`config.mk`:
```
export PLATFORM = sky130hd
export DESIGN_NAME = lfsr_dec_seq
export DESIGN_NICKNAME = d
export VERILOG_FILES = /design/src/rtl/lfsr_dec_pkg.sv /design/src/rtl/lfsr_dec_cnt.sv /design/src/rtl/lfsr_dec_seq.sv
export SDC_FILE = /design/constraint.sdc
export NUM_CORES = 1
export LEC_CHECK = 0
export CORE_MARGIN = 10
export CORE_UTILIZATION = 52
export DETAILED_ROUTE_END_ITERATION = 10
export MAX_ROUTING_LAYER = met4
export PLACE_DENSITY = 0.8
export SETUP_SLACK_MARGIN = 0.02
export SYNTH_ARGS = -nofsm -noshare
export SYNTH_HDL_FRONTEND = slang
export SYNTH_SLANG_ARGS = --single-unit
export TNS_END_PERCENT = 5
```
`constraint.sdc`:
```
create_clock -name clk -period 8.2 [get_ports clk]
set_input_delay 1.64 -clock clk [delete_from_list [all_inputs] [get_ports clk]]
set_output_delay 1.64 -clock clk [all_outputs]
set_load 0.02 [all_outputs]
```
`src/rtl/lfsr_dec_pkg.sv`:
```
// Shared types and constants for the LFSR stream-decrypt sequencer.
package lfsr_dec_pkg;

  typedef enum logic [2:0] {
    IDLE,
    LOAD,
    PRE,
    MSG,
    DONE,
    ERR
  } state_e;

  localparam logic [7:0] PRE_CHAR_DEFAULT = 8'h5F;

endpackage

```
`src/rtl/lfsr_dec_cnt.sv`:
```
// Per-phase word counter with clear, enable and a terminal-count flag
// raised when the count reaches the selected length minus one.
module lfsr_dec_cnt #(
  parameter int unsigned AW = 8
) (
  input  logic          clk,
  input  logic          rst,
  input  logic          clr,
  input  logic          en,
  input  logic [AW-1:0] len,
  output logic [AW-1:0] cnt,
  output logic          last
);

  localparam logic [AW-1:0] ONE = {{(AW-1){1'b0}}, 1'b1};

  logic [AW-1:0] cnt_q;

  // Clear wins over enable so a phase change always restarts from zero.
  always_ff @(posedge clk or posedge rst) begin
    if (rst) begin
      cnt_q <= '0;
    end else if (clr) begin
      cnt_q <= '0;
    end else if (en) begin
      cnt_q <= cnt_q + ONE;
    end
  end

  assign cnt  = cnt_q;
  assign last = (cnt_q == (len - ONE));

endmodule

```
`src/rtl/lfsr_dec_seq.sv`:
```
// Sequencer for the LFSR stream-decrypt datapath: seed load, checked
// preamble, then a back-pressured message phase toward the sink.
module lfsr_dec_seq
  import lfsr_dec_pkg::*;
#(
  parameter int unsigned    DW        = 8,
  parameter int unsigned    AW        = 8,
  parameter logic [DW-1:0]  PRE_CHAR  = PRE_CHAR_DEFAULT,
  parameter bit             CHECK_PRE = 1'b1
) (
  input  logic          clk,
  input  logic          rst,
  input  logic          start,
  input  logic          abort,
  input  logic [AW-1:0] pre_len,
  input  logic [AW-1:0] msg_len,
  input  logic          in_valid,
  output logic          in_ready,
  input  logic [DW-1:0] dec_data,
  output logic          out_valid,
  input  logic          out_ready,
  output logic          load_lfsr,
  output logic          lfsr_en,
  output logic [AW-1:0] word_cnt,
  output logic          busy,
  output logic          done,
  output logic          err
);

  state_e        state_q, state_d;
  logic [AW-1:0] preLen_q, msgLen_q;
  logic [AW-1:0] cmpLen;
  logic          latchLen, cntClr, cntEn, cntLast, xferIn;

  always_ff @(posedge clk or posedge rst) begin
    if (rst) begin
      state_q  <= IDLE;
      preLen_q <= '0;
      msgLen_q <= '0;
    end else begin
      state_q <= state_d;
      if (latchLen) begin
        preLen_q <= pre_len;
        msgLen_q <= msg_len;
      end
    end
  end

  assign cmpLen = (state_q == MSG) ? msgLen_q : preLen_q;

  lfsr_dec_cnt #(.AW(AW)) u_cnt (
    .clk  (clk),
    .rst  (rst),
    .clr  (cntClr),
    .en   (cntEn),
    .len  (cmpLen),
    .cnt  (word_cnt),
    .last (cntLast)
  );

  // Abort is applied last so it overrides every transition and strobe.
  always_comb begin
    state_d   = state_q;
    in_ready  = 1'b0;
    out_valid = 1'b0;
    load_lfsr = 1'b0;
    lfsr_en   = 1'b0;
    cntClr    = 1'b0;
    cntEn     = 1'b0;
    latchLen  = 1'b0;
    xferIn    = 1'b0;
    unique case (state_q)
      IDLE, DONE, ERR: begin
        if (start) begin
          latchLen = 1'b1;
          cntClr   = 1'b1;
          state_d  = LOAD;
        end
      end
      LOAD: begin
        in_ready  = 1'b1;
        load_lfsr = in_valid;
        xferIn    = in_valid;
        if (xferIn) begin
          cntClr = 1'b1;
          if (preLen_q != '0)      state_d = PRE;
          else if (msgLen_q != '0) state_d = MSG;
          else                     state_d = DONE;
        end
      end
      PRE: begin
        in_ready = 1'b1;
        xferIn   = in_valid;
        lfsr_en  = xferIn;
        if (xferIn) begin
          if (CHECK_PRE && (dec_data != PRE_CHAR)) begin
            state_d = ERR;
          end else if (cntLast) begin
            cntClr  = 1'b1;
            state_d = (msgLen_q != '0) ? MSG : DONE;
          end else begin
            cntEn = 1'b1;
          end
        end
      end
      MSG: begin
        out_valid = in_valid;
        in_ready  = out_ready;
        xferIn    = in_valid & out_ready;
        lfsr_en   = xferIn;
        if (xferIn) begin
          if (cntLast) state_d = DONE;
          else         cntEn   = 1'b1;
        end
      end
      default: state_d = IDLE;
    endcase
    if (abort) begin
      state_d   = IDLE;
      in_ready  = 1'b0;
      out_valid = 1'b0;
      load_lfsr = 1'b0;
      lfsr_en   = 1'b0;
      cntClr    = 1'b1;
      cntEn     = 1'b0;
      latchLen  = 1'b0;
    end
  end

  assign busy = (state_q == LOAD) || (state_q == PRE) || (state_q == MSG);
  assign done = (state_q == DONE);
  assign err  = (state_q == ERR);

endmodule

```
==> summary.md <==
| Metric | Value |
|---|---|
| Synthesized area per cell | 9.67 um2 |
| # clock sinks | 27 |
| Worst-margin pin slew | 1.16 ns |
| Fmax | 0.200 GHz |
| CP Max Fanout | 8 |
| Htree depth | 1 |
| RSZ-0062 raised after global routing | no |
| # DRC | 0 |
| CTS Buf Count | 3 |
| Share of the yosys chip area belonging to registers | 33.0% |
| I/O Buffers | 44 |
| Clock root buffer | clkbuf_8 |
| Post-CTS Setup Bufs | 0 |
| Layout cells sized above 1 | 16.1% |
| Clk_lat worst skew | 0.28 ns |
| Status | completed |
| Cell Rows | 22 |
| DRT antenna net count | 0 |
| Iter 0 DRT Violations | 163 |
| Final hold violations | 0 |
| Rel. slew slack | 22.6% |
| Peak supply drop | 0.000147 V |
| Layout Skew | 0.00631 ns |
| Most frequently used flop master after synthesis | dfrtp_1 |
| Final WS setup | 3.19 ns |
| DRT Wirelength | 4770 um |
| Die Ht | 82.8 um |
| Syn. warnings | 0 |
| First-pass GRT wire length | 8200 um |
| #FFs+latches synth | 27 |
| Synth Cell Area | 2050 um2 |
| NumNets Final | 282 |
| CTS tree | done |
| Startpoint Class | input pin |
| Total Routing Usage GR | 15.4% |
| Layout area overhead | 23.3% |
| FILL cells | 319 |
| Die Footprint | 6850 um2 |
| Final slew viol count | 0 |
| Initial core utilization | 54.7% |
| Largest net degree at the start of global routing | 28 |
| Reg clk slew, reported paths | 0.11 ns |
| Die Width | 82.8 um |
| Vias per cell | 6.00 |
| Setup TNS | 0 ns |
| Cell area power density | 255 nW/um2 |
| Setup Viol. Count Final | 0 |
| Hold WC Path Type | register to register |
| Diodes inserted | 0 |
| Overflow after GRT | 0 |
| CTS Hold Bufs | 0 |
| Post-Syn Instances | 212 |
| Fraction of registers with async set/reset | 100% |
| Critical Setup Path Class | input pin to primary output |
| Max-cap violations | 0 |
| Crit path time final | 5.01 ns |
| WP data arrival | 3.37 ns |
| Vias in the first global route | 1,758 |
| Core ar. | 3740 um2 |
| Final core utilization | 67.5% |
| Vias | 1,782 |
| Leak | 0.935 nW |
| Quantity of gates resized following cts | 0 |
| Dpl ws | 3.22 ns |
| CP endpoint kind | primary output |
| DR WL/cell | 16.0 um |
| WP data required | 6.56 ns |
| Fin crit share | 61.1% |
| Initial antenna violation count | 0 |
| Post-synth EDFFs | 0 |
| Detail Placement HPWL | 3660 um |
| Placer congestion estimate | 0.959 |
| Io pins | 45 |
| Count of cell types in the netlist | 57 |
| Post-synth net total | 244 |
| Clock Tree Buf Depth | 2 |
| Drt pass-1 iters | 5 |
==> sequential cells by signal (all words and copies together) (netlist names) <==
register   cells
msgLen_q       8
preLen_q       8
state_q        3
u_cnt.cnt      8
==> where the power goes <==
part	total [mW]	switching, mW	internal (mW)
logic	0.316	0.151	0.166
registers	0.246	0.0687	0.178
clock network	0.0822	0.0464	0.0357
total	0.645	0.266	0.379
==> layout make-up <==
cell class	count	area (um2)	share of cell area [%]
repair buffers	44	440	17.4
well taps	48	60.1	2.38
multi-input cells	172	1290	51.2
clock inverters	1	8.76	0.347
clock buffers	3	41.3	1.63
inverters	2	7.51	0.297
flip-flops and latches	27	676	26.7
==> worst max-delay path, cell delays in order <==
cell,delay (ns)
clkdlybuf4s50_1,0.54
nor2_1,0.35
nand2_1,0.10
nor2_1,0.12
clkdlybuf4s50_1,0.61
==> final timing paths <==
check	start	to	slack [ns]	cells after the start
max	abort	lfsr_en	3.19	5
min	msgLen_q[6]	msgLen_q[6]	0.57	1
max reg2reg	state_q[0]	state_q[0]	4.71	9
min reg2reg	msgLen_q[6]	msgLen_q[6]	0.57	1
max in group asynchronous	rst	u_cnt.cnt[4]	5.66	2
min in group asynchronous	rst	preLen_q[3]	1.90	2
==> cell usage after synthesis, drive strengths merged (2+ instances only) <==
master | n | share of area (%)
mux2 | 17 | 9.3
nor2b | 3 | 0.92
clkbuf | 5 | 0.92
dfrtp | 27 | 33
a2111oi | 3 | 2.5
nor4 | 3 | 1.6
mux2i | 8 | 3.9
and4 | 2 | 0.92
or2b | 2 | 0.79
o221ai | 2 | 0.85
and3 | 2 | 0.61
ha | 2 | 1.2
nand2 | 10 | 1.8
inv | 2 | 0.37
or4 | 6 | 2.7
nor3 | 3 | 0.73
nand3 | 5 | 1.2
nand2b | 11 | 3.4
o31ai | 6 | 2.2
or3 | 5 | 1.7
buf | 6 | 2.9
nand4 | 5 | 1.5
o21ai | 9 | 2.7
a31o | 2 | 0.85
nand3b | 2 | 0.73
xnor2 | 7 | 3.0
a211oi | 3 | 1.1
and2 | 6 | 1.8
nor2 | 16 | 2.9
a21oi | 14 | 3.4
==> cells in the final DEF, fill, tap and decap left out, types with 2 or more instances in the layout <==
cell             count
ha_1                 2
nand3_1              5
nor4_1               2
nand2b_1            11
nand3b_1             2
nor3_1               3
nor2_1              16
nand4_1              5
and2_1               6
a21oi_1             14
mux2_2              17
nand2_1             10
a211oi_1             3
clkdlybuf4s50_1     44
inv_1                2
or4_1                3
or3_1                2
nor2b_1              3
or4_4                3
o221ai_1             2
a31o_2               2
and3_1               2
xnor2_1              7
dfrtp_1             27
o31ai_1              6
or3_2                3
mux2i_1              8
o21ai_0              8
clkbuf_8             3
==> per-layer routing <==
metal / GRT usage (%) / wire [um]
met2: 22.5 / 2190
met1: 19.9 / 2220
met3: 3.23 / 272
met4: 7.02 / 87
met5: - / 0
==> cell families after synthesis <==
| kind of cell | count (synthesis) | synth area share (%) |
|---|---|---|
| AO/OA/AOI/OAI | 49 | 18.5 |
| XOR/XNOR | 8 | 3.42 |
| adder cells (fa/ha/maj) | 2 | 1.22 |
| buffers and inverters | 13 | 4.21 |
| flip-flops | 27 | 33.0 |
| multiplexers | 25 | 13.2 |
| AND/OR/NAND/NOR | 88 | 26.4 |
==> per-stage QoR <==
step / std cells / cell area [um2] / total power [mW] / hold slack, ns
after floorplan: 212 / 2050 / 0.491 / 0.510
after global placement: 293 / 2480 / 0.559 / 0.542
after detailed placement: 293 / 2480 / 0.565 / 0.554
after CTS: 297 / 2530 / 0.649 / 0.577
after global routing: 297 / 2530 / 0.699 / 0.608
final: 297 / 2530 / 0.645 / 0.570
Note: power is estimated with default switching activity, not from simulation.
